<file path="src/rtl/serial_negate_ctrl_pkg.sv">
// Shared types and defaults for the bit-serial two's-complement negator.
package serial_neg_pkg;

    localparam int DEFAULT_WIDTH = 8;

    typedef enum logic [1:0] {
        IDLE  = 2'd0,
        SHIFT = 2'd1,
        DONE  = 2'd2
    } state_e;

endpackage

</file>
<file path="src/rtl/serial_negate_ctrl_if.sv">
// Operand/result handshake bundle for serial_negate_ctrl.
// The ovf signal exists only when SERIAL_NEG_OVF_EN is defined.
interface serial_negate_ctrl_if import serial_neg_pkg::*; #(
    parameter int WIDTH = DEFAULT_WIDTH
);
    logic             in_valid;
    logic             in_ready;
    logic [WIDTH-1:0] in_data;
    logic             out_valid;
    logic             out_ready;
    logic [WIDTH-1:0] out_data;
    logic             busy;
`ifdef SERIAL_NEG_OVF_EN
    logic             ovf;

    modport master (
        output in_valid, in_data, out_ready,
        input  in_ready, out_valid, out_data, busy, ovf
    );

    modport slave (
        input  in_valid, in_data, out_ready,
        output in_ready, out_valid, out_data, busy, ovf
    );
`else
    modport master (
        output in_valid, in_data, out_ready,
        input  in_ready, out_valid, out_data, busy
    );

    modport slave (
        input  in_valid, in_data, out_ready,
        output in_ready, out_valid, out_data, busy
    );
`endif

endinterface

</file>
<file path="src/rtl/serial_negate_ctrl_core.sv">
// One-bit-per-cycle negator: passes bits until the first 1, inverts after it.
module serial_negate_core (
    input  logic clk,
    input  logic reset,
    input  logic clr,
    input  logic en,
    input  logic in_bit,
    output logic out_bit
);

    logic seen_one;

    assign out_bit = seen_one ^ in_bit;

    always_ff @(posedge clk or negedge reset) begin
        if (!reset) begin
            seen_one <= 1'b0;
        end else if (clr) begin
            seen_one <= 1'b0;
        end else if (en) begin
            seen_one <= seen_one | in_bit;
        end
    end

endmodule

</file>
<file path="src/rtl/serial_negate_ctrl.sv">
// Bit-serial negation controller: accepts a word, negates it LSB-first over WIDTH cycles.
// Optional overflow flag (operand == most negative value) enabled by SERIAL_NEG_OVF_EN.
module serial_negate_ctrl import serial_neg_pkg::*; #(
    parameter int WIDTH = DEFAULT_WIDTH
) (
    input  logic                 clk,
    input  logic                 reset,
    serial_negate_ctrl_if.slave  bus
);

    localparam int              CNT_W = $clog2(WIDTH);
    localparam logic [CNT_W-1:0] LAST = CNT_W'(WIDTH - 1);

    state_e           state;
    state_e           next_state;
    logic [CNT_W-1:0] bit_cnt;
    logic [WIDTH-1:0] operand;
    logic [WIDTH-1:0] result;
    logic             started;
    logic             load;
    logic             shift_en;
    logic             last_bit;
    logic             core_out;
    logic             in_ready;
    logic             out_valid;
    logic             busy;

    assign last_bit = (bit_cnt == LAST);

    always_ff @(posedge clk or negedge reset) begin
        if (!reset) begin
            state   <= IDLE;
            started <= 1'b0;
        end else begin
            state   <= next_state;
            started <= 1'b1;
        end
    end

    always_comb begin
        next_state = state;
        case (state)
            IDLE:    if (bus.in_valid && started) next_state = SHIFT;
            SHIFT:   if (last_bit)                next_state = DONE;
            DONE:    if (bus.out_ready)           next_state = IDLE;
            default:                              next_state = IDLE;
        endcase
    end

    // Ready is held low until the first edge after reset so no word slips in during release.
    always_comb begin
        in_ready  = 1'b0;
        out_valid = 1'b0;
        busy      = 1'b0;
        load      = 1'b0;
        shift_en  = 1'b0;
        case (state)
            IDLE: begin
                in_ready = started;
                load     = bus.in_valid && started;
            end
            SHIFT: begin
                busy     = 1'b1;
                shift_en = 1'b1;
            end
            DONE: begin
                busy      = 1'b1;
                out_valid = 1'b1;
            end
            default: ;
        endcase
    end

    always_ff @(posedge clk or negedge reset) begin
        if (!reset) begin
            operand <= '0;
            result  <= '0;
            bit_cnt <= '0;
        end else if (load) begin
            operand <= bus.in_data;
            bit_cnt <= '0;
        end else if (shift_en) begin
            operand <= operand >> 1;
            result  <= {core_out, result[WIDTH-1:1]};
            if (!last_bit) begin
                bit_cnt <= bit_cnt + 1'b1;
            end
        end
    end

    serial_negate_core u_core (
        .clk     (clk),
        .reset   (reset),
        .clr     (load),
        .en      (shift_en),
        .in_bit  (operand[0]),
        .out_bit (core_out)
    );

    assign bus.in_ready  = in_ready;
    assign bus.out_valid = out_valid;
    assign bus.out_data  = result;
    assign bus.busy      = busy;

`ifdef SERIAL_NEG_OVF_EN
    logic low_zero;
    logic ovf_q;

    // Overflow only for 100..0: all lower bits zero, then a 1 in the final (MSB) position.
    always_ff @(posedge clk or negedge reset) begin
        if (!reset) begin
            low_zero <= 1'b0;
            ovf_q    <= 1'b0;
        end else if (load) begin
            low_zero <= 1'b1;
            ovf_q    <= 1'b0;
        end else if (shift_en) begin
            if (last_bit) begin
                ovf_q <= low_zero & operand[0];
            end else if (operand[0]) begin
                low_zero <= 1'b0;
            end
        end
    end

    assign bus.ovf = ovf_q & out_valid;
`endif

endmodule

</file>
<file path="src/flat_wrapper.sv">
// flat-port wrapper written by rule: the top's interface ports become plain ports
module serial_negate_ctrl_flat import serial_neg_pkg::*;
#(
    parameter int WIDTH = DEFAULT_WIDTH
)
  (clk, reset, bus_in_valid, bus_in_data, bus_out_ready, bus_in_ready, bus_out_valid, bus_out_data, bus_busy);
  serial_negate_ctrl_if #(.WIDTH(WIDTH)) bus_i ();
  input  logic clk;
  input  logic reset;
  input wire logic [$bits(bus_i.in_valid)-1:0] bus_in_valid;
  input wire logic [$bits(bus_i.in_data)-1:0] bus_in_data;
  input wire logic [$bits(bus_i.out_ready)-1:0] bus_out_ready;
  output wire logic [$bits(bus_i.in_ready)-1:0] bus_in_ready;
  output wire logic [$bits(bus_i.out_valid)-1:0] bus_out_valid;
  output wire logic [$bits(bus_i.out_data)-1:0] bus_out_data;
  output wire logic [$bits(bus_i.busy)-1:0] bus_busy;
  assign bus_i.in_valid = bus_in_valid;
  assign bus_i.in_data = bus_in_data;
  assign bus_i.out_ready = bus_out_ready;
  assign bus_in_ready = bus_i.in_ready;
  assign bus_out_valid = bus_i.out_valid;
  assign bus_out_data = bus_i.out_data;
  assign bus_busy = bus_i.busy;
  serial_negate_ctrl #(.WIDTH(WIDTH)) u_core (.clk(clk), .reset(reset), .bus(bus_i));
endmodule
</file>
<file path="config.mk">
export PLATFORM = sky130hd
export DESIGN_NAME = serial_negate_ctrl_flat
export DESIGN_NICKNAME = d
export VERILOG_FILES = /design/src/rtl/serial_negate_ctrl_pkg.sv /design/src/rtl/serial_negate_ctrl_if.sv /design/src/rtl/serial_negate_ctrl_core.sv /design/src/rtl/serial_negate_ctrl.sv /design/src/flat_wrapper.sv
export SDC_FILE = /design/constraint.sdc
export NUM_CORES = 1
export LEC_CHECK = 0
export BUFFER_PORTS_ARGS = -buffer_cell sky130_fd_sc_hd__clkbuf_2
export CAP_MARGIN = 20
export CELL_PAD_IN_SITES_DETAIL_PLACEMENT = 1
export CELL_PAD_IN_SITES_GLOBAL_PLACEMENT = 2
export CORE_ASPECT_RATIO = 1.2
export CORE_MARGIN = 4
export CORE_UTILIZATION = 37
export CTS_BUF_LIST = sky130_fd_sc_hd__clkbuf_16
export DETAILED_ROUTE_END_ITERATION = 12
export PLACE_DENSITY_LB_ADDON = 0.1
export SYNTH_ARGS = -nofsm -noshare
export SYNTH_HDL_FRONTEND = slang
export SYNTH_SLANG_ARGS = --single-unit
export TNS_END_PERCENT = 30
</file>
<file path="constraint.sdc">
create_clock -name clk -period 2.7 [get_ports clk]
set_input_delay 0.81 -clock clk [delete_from_list [all_inputs] [get_ports clk]]
set_output_delay 0.81 -clock clk [all_outputs]
set_load 0.01 [all_outputs]
</file>
==> results.json, run 1 <==
{
  "regToRegStartpoint": "u_core.state[1]$_DFFE_PN0P_",
  "clock_path_buffers": 2,
  "yosys_warnings": 0,
  "postPlaceCellArea_mm2": 0.00123,
  "fin_skew_ps": 2.94,
  "finalNetCount": 133,
  "h-tree-depth": 1,
  "fin_crit_ps": 2070,
  "path_class": "flip-flop to output port",
  "first_iter_violations": 6,
  "grt_setup_unrepaired": "false",
  "netlist_instances": 90,
  "crit_family": "flip-flops",
  "ys_seq_elements": 23,
  "critical-path-slowest-cell": "dfrtp_1",
  "end_kind": "output port",
  "cts_tree": "yes",
  "drt-total-wl_um": 1960,
  "antenna-diode-count": 0,
  "drcViolationCount": 0,
  "whs_endpoint": "u_core.bus.out_data[0]$_DFFE_PN0P_",
  "path_cells": "inv_1 > ha_1 > and2_1 > clkbuf_2",
  "rows": 21,
  "p_per_area_mw_per_mm2": 1230,
  "p_int_mw": 1.06,
  "register_area_um2": 576,
  "period_share": 0.767,
  "worst_setup_path_start_kind": "flip-flop",
  "max-vdd-ir-drop_v": 0.000502,
  "via_count": 716,
  "hold_buffers": 0,
  "dieArea_mm2": 0.00388,
  "hold_viol": 0,
  "cap_viol_max_count": 0,
  "syn_area_mm2": 0.00109,
  "setup_viol": 0,
  "post-dp-hpwl_um": 1410,
  "dpl.cell_count": 143,
  "core-area_mm2": 0.00281,
  "p_comb_frac": 0.426,
  "dr.pass1.iters": 2,
  "ys_types": 21,
  "tightestPinTransition_ps": 611,
  "layout_commonest_cell": "dfrtp_1",
  "place.gp.congestion": 0.662,
  "fillerInstances": 323,
  "syn2layout_area_growth_pct": 19.9,
  "clk_latency_ps": 260,
  "min_path_type": "flip-flop to flip-flop",
  "syn-num-nets": 109,
  "power.switching_uw": 548,
  "grt_pass1_vias": 740,
  "swShare": 0.340,
  "layout_common_cells": "dfrtp_1 (23), clkbuf_2 (22), nand2_1 (12)",
  "vias_per_cell": 4.87,
  "avgSynthCellArea_um2": 12.1,
  "regToRegSetupSlack_ps": 970,
  "critPathMaxStageDelay_ps": 400,
  "r2r-end": "u_core.state[1]$_DFFE_PN0P_",
  "drtAntennaViolNets": 0,
  "cts_setup_buffers": 0,
  "final_area_mm2": 0.00131,
  "finalSetupTns_ps": 0,
  "antenna_found_initial": 0,
  "cp_max_fo": 3,
  "clock-root-buffer": "clkbuf_16",
  "clkPwrFrac": 0.198,
  "reg2reg_depth": 6,
  "clkSlewWorstSetupHoldPaths_ps": 60,
  "cts-buffers-inserted": 3,
  "cts_resized": 0,
  "hold_start": "u_core.bus.out_data[0]$_DFFE_PN0P_",
  "p_leak_nw": 0.641,
  "grt_max_degree": 24,
  "grtUsageTotal": 0.116,
  "port_buffers": 22,
  "cp.arrival_ps": 1260,
  "avgRoutedWirePerCell_um": 13.3,
  "cp.buffers_inverters": 2,
  "whs_path_depth": 1,
  "slew_violations": 0,
  "critical_path_required_ps": 1890,
  "start_util": 0.387,
  "drive_gt1_frac": 0.345,
  "die_w_um": 57.5,
  "clkSinkCount": 23,
  "multi_input_area_um2": 472,
  "final_cells": 147,
  "slew_headroom": 0.593,
  "die_h_um": 67.4,
  "ios": 23,
  "seqPwrFrac": 0.375,
  "grt_pass1_wl_um": 3270,
  "grt_overflow": 0,
  "outcome": "finished, final reports clean",
  "fmax_ghz": 0.483,
  "ys_seq_area_frac": 0.529,
  "hold_slack_ps": 520
}
[synth_stat cells]
cell type,count,area share
dfrtp_1,23,0.53
nand2_1,12,0.041
mux2_2,8,0.083
o21ai_0,8,0.037
ha_1,7,0.080
mux2i_1,7,0.064
inv_1,5,0.017
buf_2,3,0.014
a21oi_1,2,0.0092
mux2_4,2,0.028
nand2b_1,2,0.011
nor2_1,2,0.0069
a211oi_1,1,0.0069
a221oi_4,1,0.024
and2_1,1,0.0058
and3_1,1,0.0058
buf_4,1,0.0069
conb_1,1,0.0034
nand2_2,1,0.0058
nor2b_4,1,0.013
xnor2_1,1,0.0080
[sequential cells by signal, indices dropped and copies added (netlist names)]
name                    cells
u_core.bus.out_data         8
u_core.operand              8
u_core.bit_cnt              3
u_core.state                2
u_core.started              1
u_core.u_core.seen_one      1
[layer usage]
layer | up-vias | GRT usage | wire, um
li1 | 345 | - | -
met1 | 348 | 0.124 | 828
met2 | 17 | 0.195 | 963
met3 | 6 | 0.0249 | 104
met4 | 0 | 0.0957 | 66
met5 | - | 0 | 0
[worst max-delay path by stage]
| stage | from | end | depth (start not counted) |
|---|---|---|---|
| finish | u_core.state[0]$_DFFE_PN0P_ | bus_in_ready | 4 |
| global route | u_core.state[1]$_DFFE_PN0P_ | bus_in_ready | 4 |
| CTS | u_core.state[0]$_DFFE_PN0P_ | bus_in_ready | 4 |
| detailed placement | bus_in_valid | u_core.operand[4]$_DFFE_PN0P_ | 3 |
| global placement | bus_in_valid | u_core.operand[5]$_DFFE_PN0P_ | 3 |
| floorplan | u_core.state[0]$_DFFE_PN0P_ | bus_in_ready | 3 |
[kinds of logic (layout without fill, tap and decap cells)]
logic type,count (synthesis),in the layout,synth area share
compound gates,12,12,0.0770
xor+xnor,1,1,0.00805
fa+ha+maj,7,7,0.0805
buf+inv,9,32,0.0379
flops,23,23,0.529
mux,17,17,0.175
other cells,1,1,0.00344
simple gates,20,20,0.0897
[power groups by stage]
stage | Clock [mW] | Combinational (mW) | Sequential, mW
3_5_place_dp | 0 | 0.705 | 0.615
4_1_cts | 0.332 | 0.711 | 0.611
2_1_floorplan | 0 | 0.505 | 0.617
6_report | 0.320 | 0.687 | 0.605
5_1_grt | 0.345 | 0.769 | 0.635
3_3_place_gp | 0 | 0.682 | 0.609
[through the flow]
step / total power, mW / worst slack, ps / util
2_1_floorplan: 1.12 / 1040 / -
3_3_place_gp: 1.29 / 899 / 0.436
3_5_place_dp: 1.32 / 837 / 0.436
4_1_cts: 1.65 / 607 / 0.464
5_1_grt: 1.75 / 561 / 0.464
6_report: 1.61 / 630 / 0.464
[area by class of cell]
type / count / area share
Timing Repair Buffer: 23 / 0.0901
Inverter: 5 / 0.0144
Sequential cell: 23 / 0.441
Tap cell: 34 / 0.0326
Clock buffer: 3 / 0.0575
Clock inverter: 1 / 0.00288
Multi-Input combinational cell: 58 / 0.361
(Power assumes the default switching activity.)
==> inputs of run 2 (changes only) <==
Settings changed: CORE_UTILIZATION 37 to 34.
Clock period 2.7 ns to 2 ns, I/O delays scaled along.
==> run 2 against run 1 <==
Non-clock buffer count increased by 1. Hold slack got worse by 190 ps. Global-route usage decreased by 0.79 points. Critical path depth unchanged. Flip-flop and latch count unchanged. Utilization decreased by 3.3 points. Setup slack got worse by 490 ps. Critical path type unchanged.
==> results.json, run 2 (synthesis results as in run 1) <==
{
  "path_class": "flip-flop to output port",
  "fin_crit_ps": 1860,
  "drcViolationCount": 0,
  "critical-path-slowest-cell": "dfrtp_1",
  "worst_setup_path_start_kind": "flip-flop",
  "setup_viol": 0,
  "cts_tree": "yes",
  "hold_viol": 0,
  "cts_resized": 0,
  "drtAntennaViolNets": 0,
  "rows": 22,
  "cp_max_fo": 3,
  "avgRoutedWirePerCell_um": 13.3,
  "min_path_type": "input port to async pin",
  "layout_common_cells": "dfrtp_1 (23), clkbuf_2 (22), nand2_1 (12)",
  "clock-root-buffer": "clkbuf_16",
  "max-vdd-ir-drop_v": 0.000741,
  "end_kind": "output port",
  "finalNetCount": 134,
  "drt-total-wl_um": 1990,
  "via_count": 719,
  "clkSlewWorstSetupHoldPaths_ps": 60,
  "syn2layout_area_growth_pct": 20.9,
  "p_per_area_mw_per_mm2": 1660,
  "die_h_um": 70.0,
  "grt_overflow": 0,
  "die_w_um": 59.7,
  "slew_violations": 0,
  "p_leak_nw": 0.645,
  "cts-buffers-inserted": 3,
  "clk_latency_ps": 250,
  "dr.pass1.iters": 2,
  "tightestPinTransition_ps": 567,
  "critical_path_required_ps": 1400,
  "h-tree-depth": 1,
  "grt_setup_unrepaired": "false",
  "grt_max_degree": 24,
  "clkSinkCount": 23,
  "vias_per_cell": 4.79,
  "hold_buffers": 0,
  "finalSetupTns_ps": 0,
  "final_cells": 150,
  "r2r-end": "u_core.state[0]$_DFFE_PN0P_",
  "path_cells": "inv_1 > ha_1 > and2_1 > clkbuf_2",
  "period_share": 0.930,
  "start_util": 0.356,
  "reg2reg_depth": 5,
  "grt_pass1_wl_um": 3430,
  "dieArea_mm2": 0.00417,
  "core-area_mm2": 0.00306,
  "post-dp-hpwl_um": 1470,
  "grt_pass1_vias": 765,
  "port_buffers": 22,
  "fmax_ghz": 0.537,
  "fin_skew_ps": 1.36,
  "regToRegStartpoint": "u_core.state[1]$_DFFE_PN0P_",
  "ios": 23,
  "layout_commonest_cell": "dfrtp_1",
  "cap_viol_max_count": 0,
  "antenna_found_initial": 0,
  "drive_gt1_frac": 0.360,
  "regToRegSetupSlack_ps": 490,
  "antenna-diode-count": 0,
  "critPathMaxStageDelay_ps": 400,
  "place.gp.congestion": 0.656,
  "cp.arrival_ps": 1260,
  "dpl.cell_count": 146,
  "slew_headroom": 0.622,
  "clock_path_buffers": 2,
  "grtUsageTotal": 0.108,
  "outcome": "finished, final reports clean",
  "first_iter_violations": 10,
  "cts_setup_buffers": 0
}
## run 2: changes by cell type in the layout (fill, tap and decap cells not counted)
cell,before,now
inv_1,6,5
clkinv_2,0,1
buf_4,1,2
## run 2: report_power, final
group	internal [mW]	total, mW	switching, mW
Clock	0.268	0.423	0.155
Sequential	0.685	0.814	0.129
Combinational	0.490	0.944	0.453
Total	1.44	2.18	0.737
## run 2: final cells by class
type	instances	area (um^2)
Fill cell	351	1740
Sequential cell	23	576
Multi-Input combinational cell	58	472
Timing Repair Buffer	24	125
Clock buffer	3	75.1
Tap cell	36	45.0
Inverter	5	18.8
Clock inverter	1	5.00
## run 2: worst max-delay path: cells and delay by family (launching register included)
family / cells / cell delay [ps]
adders and majority gates: 1 / 240
buffers and inverters: 2 / 230
DFF: 1 / 400
and+or+nand+nor: 1 / 140
## run 2: routing by layer
layer | track usage | vias up | routed length (um)
li1 | - | 346 | -
met1 | 0.122 | 354 | 836
met2 | 0.178 | 15 | 1010
met3 | 0.0240 | 4 | 99
met4 | 0.0665 | 0 | 46
met5 | 0 | - | 0
## run 2: how the worst max path moves through the flow
| stage | from | end | slack, ps | depth (start not counted) |
|---|---|---|---|---|
| floorplan | u_core.state[0]$_DFFE_PN0P_ | bus_in_ready | 550 | 3 |
| global route | u_core.state[1]$_DFFE_PN0P_ | bus_in_ready | 50 | 4 |
| global placement | u_core.state[0]$_DFFE_PN0P_ | bus_in_ready | 450 | 4 |
| finish | u_core.state[1]$_DFFE_PN0P_ | bus_in_ready | 140 | 4 |
| detailed placement | u_core.state[1]$_DFFE_PN0P_ | bus_in_ready | 400 | 4 |
| CTS | u_core.state[0]$_DFFE_PN0P_ | bus_in_ready | 110 | 4 |
## run 2: per-stage QoR
stage	total power [mW]	hold WS [ps]	util	worst slack, ps	area [um^2]
CTS	2.23	354	0.431	115	1320
global placement	1.75	495	0.405	445	1240
global route	2.36	379	0.431	46.8	1320
detailed placement	1.79	512	0.405	401	1240
finish	2.18	329	0.431	139	1320
floorplan	1.52	304	-	546	1090
